**src/rtl/if_fetch_queue.sv**
```systemverilog
// Instruction-fetch queue: issues imem reads for accepted PCs and returns {pc, instr} in order.
// Optional misaligned-fetch fault entries are enabled with `define FETCH_MISALIGN_CHK_EN.
module if_fetch_queue #(
    parameter int unsigned DEPTH = 4,
    parameter int unsigned XLEN  = 32
) (
    input  logic            clk,
    input  logic            rst_n,
    input  logic            pc_valid,
    input  logic [XLEN-1:0] pc,
    output logic            pc_ready,
    input  logic            redirect,
    output logic            imem_req_valid,
    output logic [XLEN-1:0] imem_req_addr,
    input  logic            imem_req_ready,
    input  logic            imem_rsp_valid,
    input  logic [XLEN-1:0] imem_rsp_data,
    output logic            out_valid,
    output logic [XLEN-1:0] out_pc,
    output logic [XLEN-1:0] out_instr,
    output logic            out_misaligned,
    input  logic            out_ready
);

    localparam int unsigned IW = $clog2(DEPTH);
    localparam int unsigned PW = IW + 1;
    localparam logic [XLEN-1:0] NOP_INSTR = XLEN'(32'h0000_0013);

    logic [XLEN-1:0] pc_q    [DEPTH];
    logic [XLEN-1:0] instr_q [DEPTH];
    logic [DEPTH-1:0] done_q;

    logic [PW-1:0] wr_ptr;
    logic [PW-1:0] fill_ptr;
    logic [PW-1:0] rd_ptr;
    logic [PW-1:0] discard_cnt;

    logic [PW-1:0] count_c;
    logic [PW-1:0] outstanding_c;
    logic          full_c;
    logic          misal_pc_c;
    logic          issue_ok_c;
    logic          misal_acc_c;
    logic          alloc_c;
    logic          fill_c;
    logic          drop_c;
    logic          pop_c;

    logic [IW-1:0] wr_idx;
    logic [IW-1:0] fill_idx;
    logic [IW-1:0] rd_idx;

    assign wr_idx   = wr_ptr[IW-1:0];
    assign fill_idx = fill_ptr[IW-1:0];
    assign rd_idx   = rd_ptr[IW-1:0];

    // Issue, fill and pop decisions for the current cycle.
    always_comb begin
        count_c       = wr_ptr - rd_ptr;
        outstanding_c = wr_ptr - fill_ptr;
        full_c        = (count_c == PW'(DEPTH));
`ifdef FETCH_MISALIGN_CHK_EN
        misal_pc_c    = (pc[1:0] != 2'b00);
`else
        misal_pc_c    = 1'b0;
`endif
        issue_ok_c     = pc_valid && !full_c && !redirect;
        imem_req_valid = issue_ok_c && !misal_pc_c;
        imem_req_addr  = pc;
        // A faulting fetch may only enter once every earlier request has returned.
        misal_acc_c    = issue_ok_c && misal_pc_c && (wr_ptr == fill_ptr);
        pc_ready       = (imem_req_valid && imem_req_ready) || misal_acc_c;
        alloc_c        = pc_ready;
        fill_c         = imem_rsp_valid && (discard_cnt == '0) && !redirect;
        drop_c         = imem_rsp_valid && (discard_cnt != '0) && !redirect;
        out_valid      = done_q[rd_idx] && (count_c != '0) && !redirect;
        pop_c          = out_valid && out_ready;
    end

    assign out_pc    = pc_q[rd_idx];
    assign out_instr = instr_q[rd_idx];

    // Pointer and discard bookkeeping.
    always_ff @(posedge clk or negedge rst_n) begin
        if (!rst_n) begin
            wr_ptr      <= '0;
            fill_ptr    <= '0;
            rd_ptr      <= '0;
            discard_cnt <= '0;
        end else if (redirect) begin
            wr_ptr      <= '0;
            fill_ptr    <= '0;
            rd_ptr      <= '0;
            // Every outstanding request still returns; a response arriving now is one of them.
            discard_cnt <= discard_cnt + outstanding_c - PW'(imem_rsp_valid);
        end else begin
            if (alloc_c) begin
                wr_ptr <= wr_ptr + PW'(1);
            end
            if (misal_acc_c || fill_c) begin
                fill_ptr <= fill_ptr + PW'(1);
            end
            if (drop_c) begin
                discard_cnt <= discard_cnt - PW'(1);
            end
            if (pop_c) begin
                rd_ptr <= rd_ptr + PW'(1);
            end
        end
    end

    // Entry storage: allocation writes pc, response fills instr and done.
    always_ff @(posedge clk or negedge rst_n) begin
        if (!rst_n) begin
            done_q <= '0;
            for (int i = 0; i < int'(DEPTH); i++) begin
                pc_q[i]    <= '0;
                instr_q[i] <= '0;
            end
        end else if (redirect) begin
            done_q <= '0;
        end else begin
            if (alloc_c) begin
                pc_q[wr_idx]   <= pc;
                done_q[wr_idx] <= misal_acc_c;
                if (misal_acc_c) begin
                    instr_q[wr_idx] <= NOP_INSTR;
                end
            end
            if (fill_c && !misal_acc_c) begin
                instr_q[fill_idx] <= imem_rsp_data;
                done_q[fill_idx]  <= 1'b1;
            end
        end
    end

`ifdef FETCH_MISALIGN_CHK_EN
    logic [DEPTH-1:0] misal_q;

    // Fault flag travels with its entry.
    always_ff @(posedge clk or negedge rst_n) begin
        if (!rst_n) begin
            misal_q <= '0;
        end else if (redirect) begin
            misal_q <= '0;
        end else if (alloc_c) begin
            misal_q[wr_idx] <= misal_acc_c;
        end
    end

    assign out_misaligned = misal_q[rd_idx];
`else
    assign out_misaligned = 1'b0;
`endif

endmodule
```
**config.mk**
```make
export PLATFORM = sky130hd
export DESIGN_NAME = if_fetch_queue
export DESIGN_NICKNAME = d
export VERILOG_FILES = /design/src/rtl/if_fetch_queue.sv
export SDC_FILE = /design/constraint.sdc
export NUM_CORES = 1
export LEC_CHECK = 0
export CELL_PAD_IN_SITES_DETAIL_PLACEMENT = 0
export CELL_PAD_IN_SITES_GLOBAL_PLACEMENT = 1
export CORE_ASPECT_RATIO = 0.9
export CORE_UTILIZATION = 42
export DETAILED_ROUTE_END_ITERATION = 16
export PLACE_DENSITY = 0.87
export SYNTH_ARGS = -nofsm -noshare
export SYNTH_HDL_FRONTEND = slang
export SYNTH_SLANG_ARGS = --single-unit
```
**constraint.sdc**
```tcl
create_clock -name clk -period 2.4 [get_ports clk]
set_input_delay 0.72 -clock clk [delete_from_list [all_inputs] [get_ports clk]]
set_output_delay 0.72 -clock clk [all_outputs]
set_load 0.02 [all_outputs]
```
==> summary.md, run 1 <==
| Metric | Value |
|---|---|
| Fmax | 358.6 MHz |
| Placeable Area | 29880 µm² |
| DR pass1 iterations | 4 |
| Syn avg cell area | 16.24 µm² |
| DIE WIDTH | 185.6 µm |
| Average routed wire per standard cell | 19.05 µm |
| Global-route wire length before repair | 45030 µm |
| Worst Path Arrival | 2070 ps |
| Inst Count DP | 1383 |
| Period utilisation layout | 1.162 |
| Max FO, Critical Path | 7 |
| Clk pin slew, worst setup/hold paths | 60 ps |
| Vias | 7391 |
| Rel. slew slack | 0.6201 |
| Routed met2 length | 13610 µm |
| Synth Register Bits | 272 |
| Post-route cell area | 16870 µm² |
| Ant. Diodes | 0 |
| Met3 WL | 924 µm |
| Gate power share | 0.266 |
| Switching power | 3.953 mW |
| CTS max path bufs | 3 |
| 1st-iter DRT viols | 426 |
| Drt drc | 0 |
| RD Place Congestion | 0.8034 |
| Total gr overflow | 0 |
| Met1 Wirelength | 12340 µm |
| Via density | 5.115 |
| Antenna Nets Post-Route | 0 |
| Hold Fails Final Rpt | 0 |
| Post-Syn Instances | 785 |
| Setup skew after layout | 10.41 ps |
| HP Class | input pin to async pin |
| Die Ht | 167.3 µm |
| CP required | 1680 ps |
| Nets | 1110 |
| Pint | 10.95 mW |
| Tot Pwr | 14.90 mW |
| CTS tree | done |
| Worst vdd ir | 0.0006169 V |
| Max-cap violations | 0 |
| Final worst slack | -388.3 ps |
| Setup TNS | -22980 ps |
| Top sig layer | met4 |
| Area grow syn2layout | 32.32% |
| DP HPWL | 17990 µm |
| Yosys cell types | 34 |
| Final setup vio count | 69 |
| Layout cells sized above 1 | 0.5547 |
| Most common cell after layout, fill and taps aside | dfrtp_1 |
| Die area | 31050 µm² |
| Total Wirelength | 27520 µm |
| Total CTS buffers | 30 |
| Final Non-Filler Cells | 1445 |
| Tmin final | 2788 ps |
| Root buf cell | clkbuf_16 |
| Power Density | 883.4 nW/µm² |
| Clock Sinks | 272 |
| H-tree Lvls | 1 |
| Synth Warn # | 0 |
| Latest clock arrival within the worst-skew pair | 550 ps |
| IO Pins | 171 |
| Status | complete, but fails checks |
| Antenna violations before repair | 0 |
| Max Slew Vio Count | 0 |
| R2R Setup Slk | -270 ps |
| CP Capture Type | output port |
| Seq pwr share | 0.394 |
| Worst slack at placement | -1199 ps |
| Switching portion of total power | 0.2653 |
| Mapped Area | 12750 µm² |
| Fin util | 0.5646 |
| Pin count of the biggest net entering global routing | 63 |
| Commonest non-fill, non-tap cells in the layout | dfrtp_1 (269), mux2_2 (203), buf_4 (79), clkdlybuf4s50_1 (68), buf_6 (67) |
| Synth area leader | dfrtp_1 |
| Yosys top cell area share | 0.5339 |
| FP Rows | 60 |
| Worst setup SP type | flop |
| GRT Total Usage | 0.1837 |
| Syn nets | 874 |
| Failing checks | setup timing |
| Sequential share of the synthesized area | 0.5339 |
| Static leakage | 7.784 nW |
| Number of global-route vias before repair | 8103 |
| Largest cells by area after synthesis | dfrtp_1 (53%), mux2_2 (18%), mux4_2 (11%) |
| Hold Slack | 141.7 ps |
| Slew @ Worst Pin | 569.9 ps |
| RSZ-0062 raised after global routing | true |
| Placed cell areas | 15570 µm² |
| Critical path class | flop to output port |
| Port Buffer Count | 169 |
| Initial Util | 0.4267 |
| Clock power frac | 0.340 |
[area by class of cell]
type	instances	area (µm²)
clock inverter	11	215.2
fill	2382	13010
timing repair buffer	283	2970
sequential	272	6815
inverter	12	52.55
tap	403	504.2
multi-input combinational	422	5424
clock buffer	42	887.1
[registers in the layout, summed over array words and instances, names as in the netlist]
signal       count
fill_ptr         3
instr_q        128
pc_q           128
wr_ptr           3
done_q           4
rd_ptr           3
discard_cnt      3
[cells by family (layout without fill, tap and decap cells)]
logic type | count (synthesis) | after routing | synth area share
adder cells (fa/ha/maj) | 18 | 18 | 0.02002
other | 1 | 1 | 0.0002942
flip-flops | 272 | 272 | 0.5339
multiplexers | 330 | 330 | 0.3657
buffers and inverters | 91 | 348 | 0.04436
XOR/XNOR | 8 | 8 | 0.006674
AO/OA/AOI/OAI | 23 | 23 | 0.01276
AND/OR/NAND/NOR | 42 | 42 | 0.01629
[repair_timing]
| item | 4_1_cts | 5_1_grt |
|---|---|---|
| endpoints found under the setup margin | 101 | 77 |
| gates resized for setup | 397 | 57 |
| buffers inserted | 7 | 1 |
| hold buffers | 0 | 0 |
| pin swaps | 4 | 3 |
| gates cloned | 2 | 2 |
[per-layer routing]
metal	track usage	up-vias
li1	-	3305
met4	0.04704	0
met2	0.3030	153
met1	0.2570	3891
met5	0	-
met3	0.02371	42
[path summary, 6_finish.rpt]
| kind | from | endpoint | depth (start not counted) |
|---|---|---|---|
| setup / recovery | rd_ptr[0] | out_pc[30] | 4 |
| hold / removal | rst_n | pc_q[31] | 1 |
| setup reg to reg | fill_ptr[0] | discard_cnt[2] | 11 |
| hold reg to reg | instr_q[38] | instr_q[38] | 1 |
| max in group asynchronous | rst_n | pc_q[58] | 2 |
| min in group clk | instr_q[38] | instr_q[38] | 1 |
[cell usage after synthesis (all sizes together)]
| library cell | n |
|---|---|
| a211oi | 1 |
| a21boi | 1 |
| a21oi | 9 |
| and2 | 1 |
| buf | 67 |
| clkbuf | 12 |
| conb | 1 |
| dfrtp | 272 |
| fa | 4 |
| ha | 14 |
| inv | 12 |
| mux2 | 262 |
| mux2i | 3 |
| mux4 | 65 |
| nand2 | 9 |
| nand2b | 7 |
| nand3 | 6 |
| nor2 | 9 |
| nor2b | 5 |
| nor3 | 2 |
| o2111ai | 1 |
| o211ai | 2 |
| o21ai | 8 |
| o2bb2ai | 1 |
| or2 | 1 |
| or3 | 2 |
| xnor2 | 8 |
[critical path, cell delays in order, from the launching register on]
cell	delay, ps
dfrtp_4	500
buf_12	180
buf_12	140
mux4_2	540
buf_6	160
[power groups by stage]
stage	clock network [mW]	registers, mW	logic, mW
finish	5.07	5.86	3.97
global route	5.35	5.97	4.22
CTS	5.19	5.86	3.82
detailed placement	0	5.92	3.86
global placement	0	5.89	3.79
floorplan	0	5.76	2.40
(Power assumes the default switching activity.)
==> inputs of run 2 (changes only) <==
--- a/constraint.sdc
+++ b/constraint.sdc
@@ -3,2 +3,2 @@
 set_output_delay 0.72 -clock clk [all_outputs]
-set_load 0.02 [all_outputs]
+set_load 0.05 [all_outputs]
==> run 2 against run 1 <==
  * The flow still finishes with violations (setup timing)
  * First-iteration DRC count down 22%
  * Worst setup slack worse by 37 ps
  * Non-clock buffer count down 30
  * Sequential cell count unchanged
  * Critical path depth unchanged
  * Register-to-register slack worse by 90 ps
  * Combinational power up 41%
  * Utilization up 1.2 points
  * Via count about the same
  * Cell count down 2.0%
  * Largest cell class unchanged
==> summary.md, run 2 (synthesized netlist as in run 1, its figures left out) <==
| Metric | Value |
|---|---|
| Max Slew Vio Count | 0 (unchanged) |
| Max-cap violations | 0 (unchanged) |
| Reg area | 6814 µm² (was 6815 µm²) |
| Failing checks | setup timing (unchanged) |
| IO Pins | 171 (unchanged) |
| Hold Slack | 129.6 ps (was 141.7 ps) |
| Worst setup SP type | flop (unchanged) |
| Critical path class | flop to output port (unchanged) |
| Setup TNS | -25730 ps (was -22980 ps) |
| Antenna Nets Post-Route | 0 (unchanged) |
| 1st-iter DRT viols | 333 (was 426) |
| Area taken by multi-input logic gates | 5461 µm² (was 5424 µm²) |
| Pin count of the biggest net entering global routing | 64 (was 63) |
| Top Registers | instr_q x128, pc_q x128, done_q x4 (unchanged) |
| Hold Fails Final Rpt | 0 (unchanged) |
| Vias | 7390 (was 7391) |
| Status | complete, but fails checks (unchanged) |
| RSZ-0062 raised after global routing | true (unchanged) |
| Worst Path Arrival | 2110 ps (was 2070 ps) |
| CTS tree | done (unchanged) |
| CTS max path bufs | 3 (unchanged) |
| Root buf cell | clkbuf_16 (unchanged) |
| Period utilisation layout | 1.177 (was 1.162) |
| CP Capture Type | output port (unchanged) |
| GRT Total Usage | 0.1857 (was 0.1837) |
| Tmin final | 2825 ps (was 2788 ps) |
| Drt drc | 0 (unchanged) |
| Initial Util | 0.4267 (unchanged) |
| Die Ht | 167.3 µm (unchanged) |
| CP required | 1680 ps (about the same) |
| Port Buffer Count | 169 (unchanged) |
| Global-route wire length before repair | 45060 µm (was 45030 µm) |
| DP HPWL | 18060 µm (was 17990 µm) |
| Most common cell after layout, fill and taps aside | dfrtp_1 (unchanged) |
| Max FO, Critical Path | 8 (was 7) |
| Total gr overflow | 0 (unchanged) |
| Latest clock arrival within the worst-skew pair | 540 ps (was 550 ps) |
| Layout cells sized above 1 | 0.5747 (was 0.5547) |
| Fin util | 0.5764 (was 0.5646) |
| Fmax | 354.0 MHz (was 358.6 MHz) |
| Number of global-route vias before repair | 8056 (was 8103) |
| Nets | 1079 (was 1110) |
| Final worst slack | -425.3 ps (was -388.3 ps) |
| DIE WIDTH | 185.6 µm (unchanged) |
| Slew @ Worst Pin | 558.6 ps (was 569.9 ps) |
| Antenna violations before repair | 2 (was 0) |
| Rel. slew slack | 0.6276 (was 0.6201) |
| Die area | 31050 µm² (unchanged) |
| DR pass1 iterations | 6 (was 4) |
| H-tree Lvls | 1 (unchanged) |
| Power Density | 929.5 nW/µm² (was 883.4 nW/µm²) |
| Total Wirelength | 28430 µm (was 27520 µm) |
| Setup skew after layout | 12.26 ps (was 10.41 ps) |
| Area grow syn2layout | 35.09% (was 32.32%) |
| Final setup vio count | 69 (unchanged) |
| Commonest non-fill, non-tap cells in the layout | dfrtp_1 (270), mux2_2 (203), buf_12 (77), clkdlybuf4s50_1 (68), mux4_2 (65) (was dfrtp_1 (269), mux2_2 (203), buf_4 (79), clkdlybuf4s50_1 (68), buf_6 (67)) |
| Static leakage | 7.822 nW (was 7.784 nW) |
| Total CTS buffers | 29 (was 30) |
| Tot Pwr | 16.01 mW (was 14.90 mW) |
| Placeable Area | 29880 µm² (unchanged) |
| FP Rows | 60 (unchanged) |
| Clk pin slew, worst setup/hold paths | 60 ps (about the same) |
| RD Place Congestion | 0.7390 (was 0.8034) |
| Average routed wire per standard cell | 20.08 µm (was 19.05 µm) |
| Via density | 5.219 (was 5.115) |
| R2R Setup Slk | -360 ps (was -270 ps) |
| Filler instances | 2317 (was 2382) |
| Clock Sinks | 272 (unchanged) |
| Reg2Reg Depth | 11 (unchanged) |
| HP Class | input pin to async pin (unchanged) |
| Worst vdd ir | 0.0005751 V (was 0.0006169 V) |
-- run 2: changes by cell type in the layout (fill, tap and decap cells not counted), moves of 3 or more --
cell	delta
buf_12	+51
buf_16	+3
buf_2	-4
buf_4	-33
buf_6	-20
bufinv_16	-3
clkbuf_1	+3
clkinv_2	+3
dlygate4sd2_1	-32
-- run 2: worst max-delay path: stages, from the launching register on --
cell     delay [ps]
dfrtp_4         510
buf_12          170
buf_12          150
mux4_2          550
buf_12          170
-- run 2: final timing paths --
path,endpoint,startpoint
worst min-delay path,instr_q[74],rst_n
worst max-delay path,out_instr[18],rd_ptr[0]
worst min register to register,instr_q[37],instr_q[37]
max in group asynchronous,pc_q[12],rst_n
worst max register to register,discard_cnt[2],wr_ptr[0]
min in group clk,instr_q[37],instr_q[37]
-- run 2: area by class of cell --
cell class              count  area share
clock inverters             9    0.007120
flip-flops and latches    272      0.3957
well taps                 403     0.02928
multi-input cells         422      0.3171
diodes                      2   0.0002906
clock buffers              43     0.04926
inverters                  12    0.003051
repair buffers            253      0.1982
-- run 2: repair_timing --
action	CTS	global route
resized for setup	55	24
setup endpoints to repair	69	69
setup buffers	11	2
pin swaps	7	2
cloned	2	4
hold buffers	0	0
-- run 2: report_power, final --
group / total [mW] / switching [mW] / internal (mW)
registers: 5.87 / 0.449 / 5.42
clock network: 4.55 / 1.80 / 2.75
logic: 5.59 / 2.76 / 2.82
total: 16.0 / 5.01 / 11.0
-- run 2: routing by layer --
metal | up-vias | track usage | routed length, µm
li1 | 3267 | - | -
met1 | 3933 | 0.2516 | 12760
met2 | 135 | 0.3091 | 14030
met3 | 55 | 0.02719 | 874
met4 | 0 | 0.05595 | 764
met5 | - | 0 | 0
-- run 2: stage by stage --
step           area (µm²)  instances  setup WS (ps)
6_report            17220       1416         -425.3
4_1_cts             17020       1408         -421.2
3_3_place_gp        15700       1343          -1183
2_1_floorplan       12790        785         -495.7
3_5_place_dp        15700       1343          -1200
5_1_grt             17220       1416         -481.1
